### config.mk
export PLATFORM = sky130hd
export DESIGN_NAME = vga_timing_gen
export DESIGN_NICKNAME = d
export VERILOG_FILES = /design/src/rtl/vga_timing_pkg.sv /design/src/rtl/vga_sync_delay.sv /design/src/rtl/vga_timing_gen.sv
export SDC_FILE = /design/constraint.sdc
export NUM_CORES = 1
export LEC_CHECK = 0
export BUFFER_PORTS_ARGS = -buffer_cell sky130_fd_sc_hd__buf_2
export CAP_MARGIN = 40
export CORE_ASPECT_RATIO = 0.9
export CORE_MARGIN = 2
export CORE_UTILIZATION = 58
export CTS_BUF_LIST = sky130_fd_sc_hd__clkbuf_8
export CTS_CLUSTER_SIZE = 30
export DETAILED_ROUTE_END_ITERATION = 12
export PLACE_DENSITY_LB_ADDON = 0.3
export SLEW_MARGIN = 10
export SYNTH_ARGS = -nofsm -noshare
export SYNTH_HDL_FRONTEND = slang
export SYNTH_HIERARCHICAL = 1
export SYNTH_SLANG_ARGS = --single-unit
### constraint.sdc
create_clock -name clk -period 2.05 [get_ports clk]
set_input_delay 0.615 -clock clk [delete_from_list [all_inputs] [get_ports clk]]
set_output_delay 0.615 -clock clk [all_outputs]
set_load 0.005 [all_outputs]
### src/rtl/vga_timing_pkg.sv
// Default 640x480@60 raster timing shared by the timing generator, colour generator and benches.
package vga_timing_pkg;

  localparam int CNT_W = 10;
  typedef logic [CNT_W-1:0] cnt_t;

  localparam int H_ACTIVE_DEF = 640;
  localparam int H_FP_DEF     = 16;
  localparam int H_SYNC_DEF   = 96;
  localparam int H_BP_DEF     = 48;
  localparam int V_ACTIVE_DEF = 480;
  localparam int V_FP_DEF     = 10;
  localparam int V_SYNC_DEF   = 2;
  localparam int V_BP_DEF     = 33;

  localparam int H_TOTAL      = H_ACTIVE_DEF + H_FP_DEF + H_SYNC_DEF + H_BP_DEF;
  localparam int V_TOTAL      = V_ACTIVE_DEF + V_FP_DEF + V_SYNC_DEF + V_BP_DEF;
  localparam int H_SYNC_START = H_ACTIVE_DEF + H_FP_DEF;
  localparam int H_SYNC_END   = H_SYNC_START + H_SYNC_DEF;
  localparam int V_SYNC_START = V_ACTIVE_DEF + V_FP_DEF;
  localparam int V_SYNC_END   = V_SYNC_START + V_SYNC_DEF;

  // Half-open window test [lo, hi) on a raster counter.
  function automatic logic in_window(input cnt_t v, input int lo, input int hi);
    return (v >= cnt_t'(lo)) && (v < cnt_t'(hi));
  endfunction

endpackage

### src/rtl/vga_sync_delay.sv
// Fixed-depth clk shift register with a per-bit reset value; DEPTH=0 is a wire.
module vga_sync_delay #(
  parameter int             W       = 3,
  parameter int             DEPTH   = 1,
  parameter logic [W-1:0]   RST_VAL = '0
) (
  input  logic         clk,
  input  logic         rst_n,
  input  logic [W-1:0] d,
  output logic [W-1:0] q
);

  generate
    if (DEPTH == 0) begin : g_bypass
      assign q = d;
    end else begin : g_pipe
      logic [W-1:0] stage [DEPTH];

      always_ff @(posedge clk or negedge rst_n) begin
        if (!rst_n) begin
          for (int i = 0; i < DEPTH; i++) stage[i] <= RST_VAL;
        end else begin
          stage[0] <= d;
          for (int i = 1; i < DEPTH; i++) stage[i] <= stage[i-1];
        end
      end

      assign q = stage[DEPTH-1];
    end
  endgenerate

endmodule

### src/rtl/vga_timing_gen.sv
// Raster timing source: pixel strobe, x/y/bright for the colour generator and
// DAC-side sync/blank delayed to line up with the colour generator's registered RGB.
module vga_timing_gen
  import vga_timing_pkg::*;
#(
  parameter int H_ACTIVE   = H_ACTIVE_DEF,
  parameter int H_FP       = H_FP_DEF,
  parameter int H_SYNC     = H_SYNC_DEF,
  parameter int H_BP       = H_BP_DEF,
  parameter int V_ACTIVE   = V_ACTIVE_DEF,
  parameter int V_FP       = V_FP_DEF,
  parameter int V_SYNC     = V_SYNC_DEF,
  parameter int V_BP       = V_BP_DEF,
  parameter int CLK_DIV    = 2,
  parameter bit SYNC_POL   = 1'b0,
  parameter int PIPE_DELAY = 1
) (
  input  logic             clk,
  input  logic             rst_n,
  output logic             pix_en,
  output logic [CNT_W-1:0] x,
  output logic [CNT_W-1:0] y,
  output logic             bright,
  output logic             frame_tick,
  output logic             hsync,
  output logic             vsync,
  output logic             blank_n,
  output logic             sync_n,
  output logic             vga_clk
);

  localparam int H_TOT    = H_ACTIVE + H_FP + H_SYNC + H_BP;
  localparam int V_TOT    = V_ACTIVE + V_FP + V_SYNC + V_BP;
  localparam int HS_START = H_ACTIVE + H_FP;
  localparam int HS_END   = HS_START + H_SYNC;
  localparam int VS_START = V_ACTIVE + V_FP;
  localparam int VS_END   = VS_START + V_SYNC;
  localparam int DIV_W    = $clog2(CLK_DIV);

  localparam logic [DIV_W-1:0] DIV_LAST = DIV_W'(CLK_DIV - 1);
  localparam logic [DIV_W-1:0] DIV_HALF = DIV_W'(CLK_DIV / 2);
  localparam cnt_t H_LAST = cnt_t'(H_TOT - 1);
  localparam cnt_t V_LAST = cnt_t'(V_TOT - 1);
  localparam cnt_t H_ACT  = cnt_t'(H_ACTIVE);
  localparam cnt_t V_ACT  = cnt_t'(V_ACTIVE);
  localparam logic SYNC_ON  = SYNC_POL;
  localparam logic SYNC_OFF = ~SYNC_POL;

  logic [DIV_W-1:0] div_cnt;
  cnt_t             h_cnt;
  cnt_t             v_cnt;
  logic             hs_dec;
  logic             vs_dec;

  assign pix_en = (div_cnt == DIV_LAST);
  assign sync_n = 1'b0;

  always_ff @(posedge clk or negedge rst_n) begin
    if (!rst_n) begin
      div_cnt <= '0;
    end else if (pix_en) begin
      div_cnt <= '0;
    end else begin
      div_cnt <= div_cnt + 1'b1;
    end
  end

  always_ff @(posedge clk or negedge rst_n) begin
    if (!rst_n) begin
      h_cnt <= '0;
      v_cnt <= '0;
    end else if (pix_en) begin
      if (h_cnt == H_LAST) begin
        h_cnt <= '0;
        v_cnt <= (v_cnt == V_LAST) ? '0 : v_cnt + 1'b1;
      end else begin
        h_cnt <= h_cnt + 1'b1;
      end
    end
  end

  // div_cnt==0 marks the single clk right after a counter update, so the tick
  // fires once per frame and lands in the same clk that y takes V_ACTIVE.
  always_ff @(posedge clk or negedge rst_n) begin
    if (!rst_n) begin
      x          <= '0;
      y          <= '0;
      bright     <= 1'b0;
      hs_dec     <= SYNC_OFF;
      vs_dec     <= SYNC_OFF;
      frame_tick <= 1'b0;
      vga_clk    <= 1'b0;
    end else begin
      x          <= h_cnt;
      y          <= v_cnt;
      bright     <= (h_cnt < H_ACT) && (v_cnt < V_ACT);
      hs_dec     <= in_window(h_cnt, HS_START, HS_END) ? SYNC_ON : SYNC_OFF;
      vs_dec     <= in_window(v_cnt, VS_START, VS_END) ? SYNC_ON : SYNC_OFF;
      frame_tick <= (div_cnt == '0) && (h_cnt == '0) && (v_cnt == V_ACT);
      vga_clk    <= (div_cnt >= DIV_HALF);
    end
  end

  vga_sync_delay #(
    .W       (3),
    .DEPTH   (PIPE_DELAY),
    .RST_VAL ({SYNC_OFF, SYNC_OFF, 1'b0})
  ) u_sync_delay (
    .clk   (clk),
    .rst_n (rst_n),
    .d     ({hs_dec, vs_dec, bright}),
    .q     ({hsync, vsync, blank_n})
  );

endmodule
Word level (Yosys, flattened, before mapping)
Index checks and enable logic that the tools add are counted.
{ "word_totals": {"inputBits": 2, "reg_bits": 49} }
{ "classes": {"mux": 5, "order_cmp": 7, "bitwise_logic": 1, "n_reduce_logical": 7, "addsub": 3, "eq_ne": 3} }
{ "ops": {"columns": ["cell", "count"], "rows": [
  ["adder 10 x 1 -> 10 bit, second input constant", 2],
  ["equality test 10 bit, second input constant", 2],
  ["less-than comparator 10 bit, second input constant", 2],
  ["less-than comparator 10 x 9 -> 1 bit, second input constant", 2],
  ["2-to-1 mux 10 bit", 2],
  ["equality test 10 x 9 -> 1 bit, second input constant", 1],
  [">= comparator 10 bit, second input constant", 1],
  [">= comparator 10 x 9 -> 1 bit, second input constant", 1],
  ["zero test 10 bit", 1],
  ["logical AND 1 bit", 5],
  ["2-to-1 mux 1 bit", 3],
  ["AND reduction 2 bit", 1],
  ["adder 1 bit, second input constant", 1],
  [">= comparator 1 bit, second input constant", 1],
  ["NOT 1 bit", 1]
]} }

Longest topological paths before layout
Gate-level depths: netlist (run 1).
{ "logic_depth": {"word_depth": 3, "ltp_mapped": 6, "ltp_nobuf": 6} }

By module
The synthesis (run 1) kept the hierarchy.
{ "by_module_without_submodules": {"columns": ["module", "seq_area_each_um2", "area_per_inst_um2", "n_inst", "cells_each"], "rows": [
  ["vga_timing_gen", 1153.6, 1829.3, 1, 146],
  ["vga_sync_delay", 77.6, 77.6, 1, 3]
]} }

Least setup slack after synthesis (run 1)
Ideal clock, no wire load.
{ "synth_timing": {"path_type": "register -> register", "from": "reg v_cnt[0]", "to": "reg v_cnt[3]", "synth_period_minus_slack_ns": 1.550, "path_buffers": 0, "arrival_ns": 1.429, "required_time_ns": 1.929, "path_stages_with_launch": 7, "slack_ns": 0.500, "path_cell_list": "dfrtp_1 inv_1 ha_1 and4bb_2 nand3_1 a21o_1 a22o_1"} }
{ "synth_between": {"elab_chain_len": 2, "word_cells_on_any_way": 3} }
{ "synth_lines": {"columns": ["item", "line_no", "text"], "rows": [
  ["start: declaration", "vga_timing_gen.sv:51", "cnt_t v_cnt;"],
  ["start signal: assignment", "vga_timing_gen.sv:75", "v_cnt <= (v_cnt == V_LAST) ? '0 : v_cnt + 1'b1;"],
  ["adder 10 x 1 -> 10 bit / equality test 10 bit (equally long branches)", "vga_timing_gen.sv:75", null],
  ["2-to-1 mux 10 bit *", "vga_timing_gen.sv:75", null]
]} }
Every way passes the cells marked *; elsewhere a longest branch is shown, timed or not.
A chain may end at the register's enable or synchronous reset.

Worst setup path after layout (run 1)
Same ends and word-level chain as after synthesis.

==> results of run 1 <==
## kinds of logic after synthesis
family,synth area share (%)
other cells,0.197
xor+xnor,4.59
simple gates,19.4
compound gates,5.58
fa+ha+maj,2.62
flops,64.6
buf+inv,2.49
mux,0.591
## how the worst max path moves through the flow
stage | from | endpoint | slack, ns | cells past startpoint
global placement | v_cnt[0] | v_cnt[3] | 0.44 | 6
finish | v_cnt[0] | v_cnt[3] | 0.33 | 6
CTS | v_cnt[0] | v_cnt[3] | 0.33 | 6
detailed placement | v_cnt[1] | v_cnt[3] | 0.34 | 6
global route | v_cnt[1] | v_cnt[3] | 0.25 | 6
floorplan | v_cnt[0] | v_cnt[3] | 0.50 | 6
## critical path, stage by stage (launching register included)
cell      delay (ns)
dfrtp_1         0.45
inv_1           0.09
ha_1            0.16
and4bb_2        0.27
nand3_1         0.20
a21o_1          0.22
a22o_1          0.22
## state kept, by name (all words and copies together) (netlist names), 3 cells and up
register and count:
x 10, y 10, v_cnt 10, u_sync_delay/q 3
h_cnt 10
## per-layer routing
| metal | global-route usage [%] | vias to the layer above |
|---|---|---|
| li1 | - | 597 |
| met1 | 25.9 | 619 |
| met2 | 27.8 | 46 |
| met3 | 4.59 | 12 |
| met4 | 14.6 | 0 |
| met5 | 0 | - |
## stage by stage
step | hold WS, ns | utilization (%) | cells | setup WS [ns]
after floorplan | 0.319 | - | 149 | 0.500
after global placement | 0.347 | 67.9 | 217 | 0.445
after detailed placement | 0.353 | 67.9 | 217 | 0.344
after CTS | 0.272 | 72.2 | 225 | 0.326
after global routing | 0.290 | 72.2 | 225 | 0.251
final | 0.261 | 72.2 | 225 | 0.327
## layout make-up
class	count	area [sq um]	area share, %
sequential	49	1230	55.2
multi-input combinational	91	628	28.1
timing repair buffer	30	168	7.51
clock buffer	5	68.8	3.08
clock inverter	3	65.1	2.91
tap	42	52.6	2.35
inverter	5	18.8	0.841
## power by group
part | total [mW] | internal, mW | switching, mW
sequential | 0.966 | 0.966 | 0
clock | 0.783 | 0.484 | 0.299
combinational | 0.0226 | 0.00448 | 0.0181
## cell usage in the layout, fill, tap and decap left out, types with 2 or more instances in the layout
cell and n:
and3_1 5, nand2_1 8, nor2_1 6, dfstp_2 4
nor3_1 5, bufinv_16 2, a22o_1 2, o21ai_0 11
nor4_1 2, nor4b_1 2, nand4_1 4, xnor2_1 5
and4_1 2, nand3_1 9, dfrtp_1 45, inv_1 5
buf_2 28, a31oi_1 2, xor2_1 5, ha_1 4
clkbuf_8 5
==> flow_summary.ini, run 1 <==
[power]
finalPower_mw = 1.77
powerDensity_nw_per_um2 = 793
ir_drop_v = 0.000595
cellLeakagePower_nw = 1.09

[clocking]
clkTransAtPathRegs_ns = 0.08
postCtsSetupBuffers = 0
cts.sink_count = 49
htreeDepth = 2
post_cts_resized = 0
ctsHoldBuffers = 0
cts.path.max_buffers = 2
cts_tree = yes
cts_buffers = 5
clock_latency_ns = 0.30
cts-root-buf = clkbuf_8

[sta]
rsz0062_at_grt = no
hold_violations = 0
period_share_pct = 84.0
period_minus_slack_ns = 1.72
fmax_mhz = 581
setup_tns_ns = 0
setup_viol = 0
final.setup_skew_ns = 0.00537
slew_violations = 0

[detailed_routing]
wl_per_cell_microns = 14.3
viasPerCell = 5.66
top_layer = met4
drt_wl_total_mm = 3.22
drt_pass1_iterations = 4
via_count = 1274
antenna_left = 0
drc = 0
drt-initial-drc-count = 53
wl_met1_mm = 1.43
route.met2.wl_mm = 1.49
route.met3.wl_microns = 211

[worst_setup_path]
reg2reg_from = v_cnt[0]
reg2regPathDepth = 6
required_ns = 2.25
crit_path_max_fanout = 7
r2r_slack_ns = 0.33
cp.arrival_ns = 1.92
worstSetupPathType = reg -> reg
r2r_end = v_cnt[3]
end_kind = register
cp-start-kind = register

[synth]
synth.most_common_cell = dfrtp_1
synth_seq_area_share_pct = 64.6
synth_edf_count = 0
synth.largest_area_cell = dfrtp_1
ys_warn_count = 6
synth.area.top_cells = dfrtp_1 59%, dfstp_2 5.5%, o21ai_0 2.9%
synth_nets = 155
synth.distinct_cells = 40
synth_cells = 149
ys_top_cells_by_count = 45 x dfrtp_1, 11 x o21ai_0, 9 x nand3_1
syn_avg_cell_area_sq_um = 12.8
syn-cell-area_sq_um = 1910
async_flop_share_pct = 100
ys_ff_latch = 49
synth_top_area_share_pct = 59.1
ys.flop_type = dfrtp_1

[cells_and_area]
area_growth_pct = 17.1
final_layout_size_suffix_gt1_share_pct = 27.9
stdcell_area_sq_um = 2230
antenna_cells = 0
fillCellCount = 213
nets = 188

[placement]
place_congestion = 0.877
place_area_sq_um = 2100
portBuffers = 28
dp_hpwl_mm = 2.19

[global_route]
antenna_found_initial = 0
grt_max_degree = 30
grt_pass1_wl_mm = 5.33
grt_pass1_vias = 1201
grtUsageTotal_pct = 19.3
gr-total-overflow = 0

[floorplan]
pin_count = 30
core_sq_um = 3090
die_h_microns = 58.4
rows = 19
dieArea_sq_um = 3760
die_w_microns = 64.4
start_util_pct = 61.7

[outcome]
status = finished, final reports clean

[worst_hold_path]
hp-class = in -> async

[flow_run]
drv_cap = 0
Note: power is estimated with default switching activity, not from simulation.
==> run 2, diff against run 1 <==
clock period = 1.6 ns   (was 2.05 ns; I/O delays follow)
==> run 2 against run 1 <==
  * Sequential power up 28%
  * Sequential cell count unchanged
  * Clock power down 5.9%
  * Setup slack worse by 0.26 ns
  * Combinational power up 28%
  * Critical path type unchanged
  * Largest cell class unchanged
  * Highest routed layer unchanged
==> flow_summary.ini, run 2 (synthesized netlist as in run 1, its figures left out) <==
[global_route]
gr-total-overflow = 0
use_met1_pct = 29.0
grt_max_degree = 50
grt_pass1_vias = 1237
use_met3_pct = 5.54
grt_util_met2_pct = 33.0
antenna_found_initial = 0
grt_pass1_wl_mm = 5.93
busiest_layer = met2
grtUsageTotal_pct = 21.7

[clocking]
clock_latency_ns = 0.30
clkTransAtPathRegs_ns = 0.09
cts-root-buf = clkbuf_8
cts.sink_count = 49
cts.path.max_buffers = 2
cts_tree = yes
ctsHoldBuffers = 0
htreeDepth = 2
cts_buffers = 5

[placement]
post-place-ws_ns = 0.0904
dp_hpwl_mm = 2.46
place_congestion = 0.842
portBuffers = 28

[power]
intPower_mw = 1.59
share_comb_of_total_power_pct = 1.4
cellLeakagePower_nw = 1.14
powerDensity_nw_per_um2 = 871
p_sw_uw = 410
seqPwrFrac_pct = 61.8
p_sw_share_pct = 20.4
ir_drop_v = 0.000657
clkPwrFrac_pct = 36.8

[sta]
period_minus_slack_ns = 1.53
final.setup_skew_ns = 0.00618
rsz0062_at_grt = no
setup_ws_ns = 0.0699
hold_violations = 0
setup_tns_ns = 0
setup_viol = 0
period_share_pct = 95.6
fmax_mhz = 654
slew_violations = 0
worst_hold_slack_ns = 0.146

[flow_run]
drv_cap = 0

[floorplan]
core_sq_um = 3090
die_w_microns = 64.4
dieArea_sq_um = 3760
pin_count = 30
die_h_microns = 58.4
rows = 19
start_util_pct = 61.7

[cells_and_area]
nets = 202
fillCellCount = 210
final_layout_size_suffix_gt1_share_pct = 33.0
antenna_cells = 0
area_growth_pct = 20.6
final_common_cell = dfrtp_1
final_cell_mix = 45 x dfrtp_1, 28 x buf_2, 15 x buf_4, 11 x o21ai_0, 9 x nand3_1

[outcome]
status = finished, final reports clean

[worst_setup_path]
worstSetupPathType = reg -> reg
cp.arrival_ns = 1.72
reg2reg_from = v_cnt[1]
r2r_slack_ns = 0.07
required_ns = 1.79
end_kind = register
crit_path_max_fanout = 4
r2r_end = v_cnt[3]
cp-start-kind = register
reg2regPathDepth = 6

[detailed_routing]
drt-initial-drc-count = 71
antenna_left = 0
drc = 0
wl_per_cell_microns = 15.1
via_count = 1343
drt_wl_total_mm = 3.60
drt_pass1_iterations = 4
viasPerCell = 5.62

[worst_hold_path]
hp-class = in -> async
run 2: cell count changes in the layout (fill, tap and decap cells not counted):
cell / before / now
buf_4: 1 / 15
bufinv_16: 2 / 0
clkinv_4: 0 / 1
clkbuf_8: 5 / 6
run 2: metal layers:
metal	wire length [microns]	share of wire, %
met1	1550	43
met2	1700	47
met3	259	7.2
met4	89	2.5
met5	0	0
run 2: worst max-delay path by stage:
stage / depth (start not counted) / startpoint / endpoint
global placement: 6 / v_cnt[1] / v_cnt[3]
detailed placement: 4 / h_cnt[5] / v_cnt[6]
floorplan: 6 / v_cnt[0] / v_cnt[3]
CTS: 4 / h_cnt[5] / v_cnt[9]
finish: 6 / v_cnt[1] / v_cnt[3]
global route: 6 / v_cnt[1] / v_cnt[3]
run 2: power by group through the flow:
stage | Combinational (mW) | Sequential, mW | Clock, mW
after global placement | 0.0299 | 1.26 | 0
after floorplan | 0.00228 | 1.26 | 0
after CTS | 0.0306 | 1.24 | 0.752
after detailed placement | 0.0310 | 1.26 | 0
final | 0.0290 | 1.24 | 0.737
after global routing | 0.0347 | 1.24 | 0.806
run 2: timing repair:
action | in CTS | in global routing
gates resized for setup | 0 | 0
buffers inserted | 0 | 2
endpoints found under the setup margin | 0 | 2
run 2: final cells by class:
class	count	area, sq um	area share, %
multi-input combinational	91	628	27.3
inverter	5	18.8	0.816
timing repair buffer	44	273	11.9
clock buffer	6	82.6	3.59
clock inverter	2	13.8	0.598
sequential	49	1230	53.5
tap	42	52.6	2.29
run 2: per-stage QoR:
| stage | total power [mW] | instance area (sq um) | util [%] | instances |
|---|---|---|---|---|
| final | 2.00 | 2300 | 74.4 | 239 |
| after global routing | 2.08 | 2300 | 74.4 | 239 |
| after CTS | 2.02 | 2280 | 73.9 | 237 |
| after detailed placement | 1.29 | 2190 | 70.8 | 229 |
| after global placement | 1.29 | 2190 | 70.8 | 229 |
| after floorplan | 1.26 | 1910 | - | 149 |
run 2: worst max-delay path, cell delays in order (launching register included):
cell and delay [ns]:
dfrtp_1 0.38, inv_1 0.07, ha_1 0.16, and4bb_2 0.28, nand3_1 0.12, a21o_1 0.18, a22o_1 0.23
